--- config.mk ---
export PLATFORM = sky130hd
export DESIGN_NAME = calc_engine
export DESIGN_NICKNAME = d
export VERILOG_FILES = /design/src/rtl/calc_pkg.sv /design/src/rtl/key_debounce.sv /design/src/rtl/calc_engine.sv
export SDC_FILE = /design/constraint.sdc
export NUM_CORES = 1
export LEC_CHECK = 0
export ABC_AREA = 1
export CORE_ASPECT_RATIO = 0.9
export CORE_MARGIN = 2
export CORE_UTILIZATION = 65
export CTS_CLUSTER_SIZE = 14
export DETAILED_ROUTE_END_ITERATION = 16
export GPL_TIMING_DRIVEN = 1
export HOLD_SLACK_MARGIN = 0.05
export PLACE_DENSITY = 0.87
export SLEW_MARGIN = 15
export SYNTH_ARGS = -nofsm -noshare
export SYNTH_HDL_FRONTEND = slang
export SYNTH_SLANG_ARGS = --single-unit
export TNS_END_PERCENT = 10
--- constraint.sdc ---
create_clock -name CLK -period 3.2 [get_ports CLK]
set_input_delay 0.64 -clock CLK [delete_from_list [all_inputs] [get_ports CLK]]
set_output_delay 0.64 -clock CLK [all_outputs]
set_load 0.05 [all_outputs]
--- src/rtl/calc_pkg.sv ---
// calc_pkg: shared encodings, FSM state type, magic constant and 7-segment decoder for calc_engine
package calc_pkg;
    typedef enum logic [1:0] {
        MODE_ARITH = 2'd0,
        MODE_LOGIC = 2'd1,
        MODE_CMP   = 2'd2,
        MODE_MAGIC = 2'd3
    } mode_e;
    typedef enum logic [1:0] {
        ST_IDLE,
        ST_CALC,
        ST_FIN
    } state_e;
    localparam logic [1:0] OP_ADD = 2'b00;
    localparam logic [1:0] OP_SUB = 2'b01;
    localparam logic [1:0] OP_MUL = 2'b10;
    localparam logic [1:0] OP_DIV = 2'b11;
    localparam logic [1:0] OP_AND = 2'b00;
    localparam logic [1:0] OP_OR  = 2'b01;
    localparam logic [1:0] OP_XOR = 2'b10;
    localparam logic [1:0] OP_CMP = 2'b00;
    localparam logic [1:0] OP_MAX = 2'b01;
    localparam logic [1:0] OP_MIN = 2'b10;
    localparam logic [7:0] MAGIC  = 8'h3F;
    // Active-low segments, bit order gfedcba
    function automatic logic [6:0] seg7(input logic [3:0] d);
        case (d)
            4'h0: seg7 = 7'h40;
            4'h1: seg7 = 7'h79;
            4'h2: seg7 = 7'h24;
            4'h3: seg7 = 7'h30;
            4'h4: seg7 = 7'h19;
            4'h5: seg7 = 7'h12;
            4'h6: seg7 = 7'h02;
            4'h7: seg7 = 7'h78;
            4'h8: seg7 = 7'h00;
            4'h9: seg7 = 7'h10;
            4'hA: seg7 = 7'h08;
            4'hB: seg7 = 7'h03;
            4'hC: seg7 = 7'h46;
            4'hD: seg7 = 7'h21;
            4'hE: seg7 = 7'h06;
            default: seg7 = 7'h0E;
        endcase
    endfunction
endpackage

--- src/rtl/key_debounce.sv ---
// key_debounce: synchronises, debounces and edge-detects one raw active-low key
// Ports: clk, rst_n (async active-low), key_n (raw key), press (one-cycle pulse per debounced press)
module key_debounce #(
    parameter int DEB_CYCLES = 500000
) (
    input  logic clk,
    input  logic rst_n,
    input  logic key_n,
    output logic press
);
    localparam int CW = $clog2(DEB_CYCLES + 1);
    logic [1:0]    sync_q;
    logic          level_q, level_d, press_q, press_d, differ, at_limit;
    logic [CW-1:0] cnt_q, cnt_d;
    assign differ   = sync_q[1] != level_q;
    assign at_limit = cnt_q == CW'(DEB_CYCLES - 1);
    // Counter tracks consecutive samples disagreeing with the level; the level flips on the DEB_CYCLES-th one
    always_comb begin
        level_d = (differ && at_limit) ? sync_q[1] : level_q;
        cnt_d   = (differ && !at_limit) ? cnt_q + 1'b1 : '0;
        press_d = level_q & ~level_d;
    end
    always_ff @(posedge clk or negedge rst_n) begin
        if (!rst_n) begin
            sync_q  <= 2'b11;
            level_q <= 1'b1;
            cnt_q   <= '0;
            press_q <= 1'b0;
        end else begin
            sync_q  <= {sync_q[0], key_n};
            level_q <= level_d;
            cnt_q   <= cnt_d;
            press_q <= press_d;
        end
    end
    assign press = press_q;
endmodule

--- src/rtl/calc_engine.sv ---
// calc_engine: button-driven 4-mode calculator with iterative multiply/divide and 7-segment output
// Ports: CLK, RST_N (async active-low), X/Y operands, OP select, KEY[1:0] raw active-low buttons
//        (0 = mode, 1 = exec); MODE, RESULT, OVF, DIV0, BUSY, DONE, HEX active-low digits
module calc_engine
    import calc_pkg::*;
#(
    parameter  int W          = 4,
    parameter  int DEB_CYCLES = 500000,
    localparam int NDIG       = (2 * W + 3) / 4
) (
    input  logic                CLK,
    input  logic                RST_N,
    input  logic [W-1:0]        X,
    input  logic [W-1:0]        Y,
    input  logic [1:0]          OP,
    input  logic [1:0]          KEY,
    output logic [1:0]          MODE,
    output logic [2*W-1:0]      RESULT,
    output logic                OVF,
    output logic                DIV0,
    output logic                BUSY,
    output logic                DONE,
    output logic [8*NDIG-1:0]   HEX
);
    localparam int RW = 2 * W;
    localparam int CW = $clog2(W);
    state_e        state_q, state_d;
    logic [1:0]    mode_q, mode_d, op_mode_q, op_mode_d, op_q, op_d;
    logic [W-1:0]  x_q, x_d, y_q, y_d, lo;
    logic [RW-1:0] acc_q, acc_d, sh_q, sh_d, result_q, result_d, s_res, mul_acc;
    logic [CW-1:0] cnt_q, cnt_d;
    logic          ovf_q, ovf_d, div0_q, div0_d, busy_q, busy_d, done_q, done_d;
    logic          mode_press, exec_press, iter, s_ovf, s_div0, div_ge;
    logic [W:0]    sum, diff, div_sh, div_rem;
    key_debounce #(.DEB_CYCLES(DEB_CYCLES)) u_mode_key (
        .clk(CLK), .rst_n(RST_N), .key_n(KEY[0]), .press(mode_press)
    );
    key_debounce #(.DEB_CYCLES(DEB_CYCLES)) u_exec_key (
        .clk(CLK), .rst_n(RST_N), .key_n(KEY[1]), .press(exec_press)
    );
    assign iter    = op_mode_q == MODE_ARITH && (op_q == OP_MUL || (op_q == OP_DIV && y_q != '0));
    assign sum     = {1'b0, x_q} + {1'b0, y_q};
    assign diff    = {1'b0, x_q} - {1'b0, y_q};
    // Shift-add step: y_q is consumed LSB first while sh_q carries X shifted into place
    assign mul_acc = acc_q + (y_q[0] ? sh_q : '0);
    // Restoring-division step: acc_q holds the partial remainder, x_q shifts dividend out / quotient in
    assign div_sh  = {acc_q[W-1:0], x_q[W-1]};
    assign div_ge  = div_sh >= {1'b0, y_q};
    assign div_rem = div_ge ? div_sh - {1'b0, y_q} : div_sh;
    always_comb begin
        lo     = '0;
        s_res  = '0;
        s_ovf  = 1'b0;
        s_div0 = 1'b0;
        case (op_mode_q)
            MODE_ARITH: begin
                // Only add, subtract and divide-by-zero reach the single-cycle path
                s_res  = op_q == OP_ADD ? RW'(sum) : op_q == OP_SUB ? RW'(diff[W-1:0]) : '1;
                s_ovf  = op_q == OP_ADD ? sum[W] : op_q == OP_SUB && diff[W];
                s_div0 = op_q == OP_DIV;
            end
            MODE_LOGIC: begin
                lo    = op_q == OP_AND ? x_q & y_q : op_q == OP_OR ? x_q | y_q :
                        op_q == OP_XOR ? x_q ^ y_q : ~x_q;
                s_res = RW'(lo);
            end
            MODE_CMP: begin
                lo    = op_q == OP_MAX ? (x_q > y_q ? x_q : y_q) : op_q == OP_MIN ? (x_q < y_q ? x_q : y_q) :
                        (x_q > y_q ? x_q - y_q : y_q - x_q);
                s_res = op_q == OP_CMP ? RW'({x_q > y_q, x_q == y_q, x_q < y_q}) : RW'(lo);
            end
            default: s_res = RW'(MAGIC);
        endcase
    end
    always_comb begin
        state_d   = state_q;
        mode_d    = (mode_press && !busy_q) ? mode_q + 2'd1 : mode_q;
        op_mode_d = op_mode_q;
        op_d      = op_q;
        x_d       = x_q;
        y_d       = y_q;
        acc_d     = acc_q;
        sh_d      = sh_q;
        cnt_d     = cnt_q;
        result_d  = result_q;
        ovf_d     = ovf_q;
        div0_d    = div0_q;
        case (state_q)
            ST_IDLE: if (exec_press) begin
                state_d   = ST_CALC;
                op_mode_d = mode_q;
                op_d      = OP;
                x_d       = X;
                y_d       = Y;
                acc_d     = '0;
                sh_d      = RW'(X);
                cnt_d     = '0;
            end
            ST_CALC: if (!iter) begin
                state_d  = ST_FIN;
                result_d = s_res;
                ovf_d    = s_ovf;
                div0_d   = s_div0;
            end else begin
                cnt_d = cnt_q + 1'b1;
                if (op_q == OP_MUL) begin
                    acc_d = mul_acc;
                    sh_d  = sh_q << 1;
                    y_d   = y_q >> 1;
                end else begin
                    acc_d = RW'(div_rem);
                    x_d   = {x_q[W-2:0], div_ge};
                end
                if (cnt_q == CW'(W - 1)) begin
                    state_d  = ST_FIN;
                    result_d = op_q == OP_MUL ? mul_acc : {div_rem[W-1:0], x_q[W-2:0], div_ge};
                    ovf_d    = 1'b0;
                    div0_d   = 1'b0;
                end
            end
            default: state_d = ST_IDLE;
        endcase
        busy_d = state_d != ST_IDLE;
        done_d = state_d == ST_FIN;
    end
    always_ff @(posedge CLK or negedge RST_N) begin
        if (!RST_N) begin
            state_q   <= ST_IDLE;
            mode_q    <= '0;
            op_mode_q <= '0;
            op_q      <= '0;
            x_q       <= '0;
            y_q       <= '0;
            acc_q     <= '0;
            sh_q      <= '0;
            cnt_q     <= '0;
            result_q  <= '0;
            ovf_q     <= 1'b0;
            div0_q    <= 1'b0;
            busy_q    <= 1'b0;
            done_q    <= 1'b0;
        end else begin
            state_q   <= state_d;
            mode_q    <= mode_d;
            op_mode_q <= op_mode_d;
            op_q      <= op_d;
            x_q       <= x_d;
            y_q       <= y_d;
            acc_q     <= acc_d;
            sh_q      <= sh_d;
            cnt_q     <= cnt_d;
            result_q  <= result_d;
            ovf_q     <= ovf_d;
            div0_q    <= div0_d;
            busy_q    <= busy_d;
            done_q    <= done_d;
        end
    end
    assign MODE   = mode_q;
    assign RESULT = result_q;
    assign OVF    = ovf_q;
    assign DIV0   = div0_q;
    assign BUSY   = busy_q;
    assign DONE   = done_q;
    logic [4*NDIG-1:0] res_pad;
    assign res_pad = (4 * NDIG)'(result_q);
    for (genvar i = 0; i < NDIG; i++) begin : g_hex
        assign HEX[8*i+:8] = {i == 0 ? ~(ovf_q | div0_q) : 1'b1, seg7(res_pad[4*i+:4])};
    end
endmodule
Word level (Yosys, flattened, before mapping)

Memories as Yosys holds them, arrays and structs flattened.
Index checks and enable logic that the tools add are counted.
Widths: inputs -> output; s select.

Input port bits: 14
Bits in read-only memories: 224
Bits in writable memories: 0
Memories kept: 2
Logic and storage cells: 138
Bits in registers: 92
Output and inout port bits: 30
Latch bits: 0

Memory list:

| memory           | depth | bits a word | read ports | clocked after memory_dff | write ports | RTL line       | text |
|---|---|---|---|---|---|---|---|
| (name not given) | 16    | 7           | 1          | 0                        | 0           | calc_pkg.sv:27 | `case (d)` |
| (name not given) | 16    | 7           | 1          | 0                        | 0           | calc_pkg.sv:27 |  |

Shift-type cells: 0
Divide/modulo/power cells: 0
Reductions and logical operators: 23
Add/subtract/negate cells: 10
$mul: 0
Eq/ne operators: 18
Magnitude comparators: 3
Bitwise gates (word level): 10
Mux-type cells: 50

Operators with widths:

| operator              | number |
|---|---|
| $mux 8                | 12 |
| $mux 4                | 15 |
| $add 19x1->19 const B | 2 |
| $eq 19x19->1 const B  | 2 |
| $mux 19               | 2 |
| $pmux 8 s2            | 2 |
| $pmux 8 s3            | 1 |
| $pmux 4 s2            | 2 |
| $eq 2x2->1 const B    | 5 |
| $mux 2                | 5 |
| $add 8x8->8           | 1 |
| $logic_and 1x1->1     | 8 |
| $mux 1                | 8 |
| $pmux 2 s2            | 2 |
| $reduce_and 4->1      | 2 |
| $sub 4x4->4           | 2 |
| $eq 2x1->1 const B    | 3 |
| $logic_not 2->1       | 3 |
| $ne 2x2->1 const B    | 3 |
| $add 4x4->5           | 1 |
| $ge 5x4->1            | 1 |
| $mux 5                | 1 |
| $sub 4x4->5           | 1 |
| $sub 5x4->5           | 1 |
| 19 further kinds      | 29 |

Depth between registers and ports, before layout

Word-level depth: 7
Depth in mapped cells: 17
Mapped depth without buffers: 15

Cells and area by module

A second synthesis with hierarchy kept.

Cells, all modules: 887
Area, all modules: 6508.7 um^2

By module, submodules not included:

| module       | cells an instance | area an instance (um^2) | seq. area each (um^2) | times used |
|---|---|---|---|---|
| calc_engine  | 581               | 4103.9                  | 1151.1                | 1 |
| key_debounce | 153               | 1202.4                  | 579.3                 | 2 |

Worst setup path after synthesis

No wires, ideal clock.

Kind: register to output
Start point: register result_q[0] (netlist: RESULT[0])
End point: output port HEX[1]
Data required time: 2.560 ns
Buffers on the path: 0
Data arrival time: 2.017 ns
Path slack: 0.543 ns
Stages on the path, launching flop included: 5
Path through: dfrtp_1 -> inv_1 -> ha_1 -> a21oi_1 -> a21oi_1

Word-level cells in the longest chain between the ends: 1

RTL lines:

| what                   | RTL line           | text |
|---|---|---|
| start, declared        | calc_engine.sv:30  | `logic [RW-1:0] acc_q, acc_d, sh_q, sh_d, result_q, result_d, s_res, mul_acc;` |
| start signal, assigned | calc_engine.sv:152 | `result_q <= result_d;` |
| $mem_v2 16x7           | n/a                |  |
| end, declared          | calc_engine.sv:23  | `output logic [8*NDIG-1:0] HEX` |

No other way between the ends.

Final worst setup path

Start point: register result_q[1] (netlist: RESULT[1])
End point: output port HEX[0]

The elaborated chain is that of the path after synthesis.

==> flow_summary.toml <==
[yosys]
synth_largest_area_cell = "dfrtp_1"
synth_edf_count = 0
ys_ff_latch = 92
muxShareOfSynthArea = 0.00173
synthXorXnorAreaFrac = 0.0270
synth_top_area_frac = 0.331
syn_nets = 919
avgSynthCellArea_um2 = 7.60
synth_simple_gate_area_frac = 0.305
async_flop_share = 1.00
synth_top_family_by_area = "simple AND/OR/NAND/NOR gates"
synthTopCellsByArea = "dfrtp_1 33%, nand2_1 13%, ha_1 8.7%, inv_1 5.0%, nand3_1 4.5%"
synth_cell_types = 54
synth-adder-area-share = 0.102
yosys_warnings = 0
synth_cells = 855
seq_area_frac_synth = 0.356
synth_area_mm2 = 0.00650
synth_compound_area_frac = 0.122
synth_flop_cell = "dfrtp_1"

[route]
post_drt_wl_per_cell_um = 15.2
wirelength_mm = 15.5
drtIter0Drc = 471
dr.pass1.iters = 7
ant_nets = 0
drc = 0
vias = 5957
via_per_inst = 5.83

[clock_tree]
clkLatencyLatePin_ns = 0.37
cts_buffers = 9
path_clk_slew_ns = 0.09
h-tree-depth = 3
cts_tree = "done"
cts_buffer_depth = 2
cts_root_buffer = "clkbuf_8"
cts_num_sinks = 92

[worst_setup_path]
path_class = "flip-flop to primary output"
cp-start-kind = "flip-flop"
cp_max_fo = 7
critPathRequiredTime_ns = 2.56
end_kind = "primary output"
ff2ff_setup_slack_ns = 0.66
r2r_cells = 12
cp.arrival_ns = 2.45
reg2reg_from = "x_q[0]"
r2r-end = "RESULT[1]"

[grt]
grt_pass1_wl_mm = 26.5
grt_max_degree = 93
antenna_found_initial = 0
grt_overflow = 0
first_global_vias = 5747
grt_usage = 0.309

[finish]
antennaDiodeCount = 0
layout_commonest_cell = "nand2_1"
layout-drive-gt1-share = 0.0760
final_nets = 954
final_cell_mix = "227 x nand2_1, 87 x inv_1, 86 x dfrtp_1"
area_growth_pct = 10.4
utilization = 0.740
fill_cells = 768

[power]
power_density_mw_per_mm2 = 314
comb_power_share = 0.052
p_int_uw = 1740
p_seq_frac = 0.525
max-vdd-ir-drop_mv = 0.342
swShare = 0.229
p_switching_uw = 515
power_leakage_uw = 0.00349
clock_power_share = 0.422

[floorplanning]
die_h_um = 98.8
num_io_pins = 44
die_w_um = 109
dieArea_mm2 = 0.0108
core_mm2 = 0.00970
initial_core_util = 0.670
num_rows = 34

[timing]
skew_ns = 0.0154
fin_crit_sh = 0.966
whs_ns = 0.300
setup_viol = 0
clock.fmax_mhz = 323
worst_slew_pin_slew_ns = 0.877
rsz0062_at_grt = "no"
fin_crit_ns = 3.09
hold_viol = 0
fin_setup_tns_ns = 0
maxSlewViolCount = 0
slew_headroom = 0.415

[place]
dp_hpwl_mm = 11.5
gp_congestion = 0.971
numPortBuffers = 42

[min_path]
hp-class = "primary input to async pin"

[status]
status = "completed"

[job]
maxCapViolations = 0
## worst max path at each step
stage	slack, ns	from	depth (start not counted)	end
2_1_floorplan	0.54	RESULT[0]	4	HEX[1]
3_3_place_gp	0.63	RESULT[0]	6	HEX[3]
3_5_place_dp	0.53	RESULT[0]	6	HEX[3]
4_1_cts	0.12	RESULT[4]	6	HEX[11]
5_1_grt	0.003	RESULT[5]	6	HEX[11]
6_report	0.11	RESULT[1]	7	HEX[0]
## area by class of cell
cell class              count  area (um2)  area share
clock buffers              11         131      0.0183
clock inverters             5         110      0.0153
inverters                  97         367      0.0511
multi-input cells         644        3630       0.506
flip-flops and latches     92        2310       0.322
well taps                 126         158      0.0220
repair buffers             46         465      0.0649
## Yosys cell counts (6+ instances only)
cell type	n
a21oi_1	44
buf_6	11
clkbuf_1	6
dfrtp_1	86
dfstp_2	6
ha_1	45
inv_1	87
inv_2	9
nand2_1	227
nand3_1	58
nand4_1	15
nor2_1	72
nor2_2	6
nor3_1	22
nor3b_1	9
nor4_1	6
o211ai_1	6
o21a_1	6
o21ai_0	41
o21ai_1	14
xor2_1	17
## worst max-delay path, cell delays in order, from the launching register on
cell	delay [ns]
dfrtp_1	0.46
inv_1	0.16
ha_1	0.26
inv_1	0.08
o21ai_0	0.16
o21ai_0	0.10
nand2_1	0.07
clkdlybuf4s50_1	0.79
## power by group through the flow
stage | logic, uW | clock network, uW | registers [uW]
finish | 117 | 952 | 1180
global route | 135 | 1010 | 1190
CTS | 118 | 970 | 1180
detailed placement | 117 | 0 | 1210
global placement | 117 | 0 | 1210
floorplan | 67.7 | 0 | 1200
## registers in the layout, indices dropped and copies added, names as in the netlist, 2 cells and up
| register | flops |
|---|---|
| MODE | 2 |
| RESULT | 8 |
| acc_q | 8 |
| cnt_q | 2 |
| op_mode_q | 2 |
| op_q | 2 |
| sh_q | 8 |
| state_q | 2 |
| u_exec_key.cnt_q | 19 |
| u_exec_key.sync_q | 2 |
| u_mode_key.cnt_q | 19 |
| u_mode_key.sync_q | 2 |
| x_q | 4 |
| y_q | 4 |
## cells by family (layout without fill, tap and decap cells)
kind of cell,Yosys count,after routing
and+or+nand+nor,438,438
muxes,1,1
other,1,1
xor gates and xnor gates,20,20
AOI/OAI and AO/OA,134,134
DFF,92,92
adders and majority gates,50,50
buffers and inverters,119,159
## layer usage
metal  vias up  global-route usage  share of wire
li1       2865                   -              -
met1      2785               0.394           0.41
met2       254               0.513           0.49
met3        53              0.0595          0.065
met4         0               0.131          0.033
met5         -                   0              0
## repair_timing
| action | 4_1_cts | 5_1_grt |
|---|---|---|
| resized for setup | 0 | 2 |
| setup endpoints to repair | 0 | 2 |
| hold buffers | 0 | 0 |
| hold endpoints to repair | 0 | 0 |
| buffers inserted | 0 | 0 |
## stage by stage
step	total power [uW]	worst slack (ns)	cell area, um2	std cells
3_5_place_dp	1320	0.527	6930	1005
5_1_grt	2330	0.00328	7170	1021
2_1_floorplan	1270	0.543	6500	855
4_1_cts	2270	0.119	7170	1021
3_3_place_gp	1320	0.632	6930	1005
6_report	2250	0.108	7170	1021
Power figures use the tool's default switching activity.
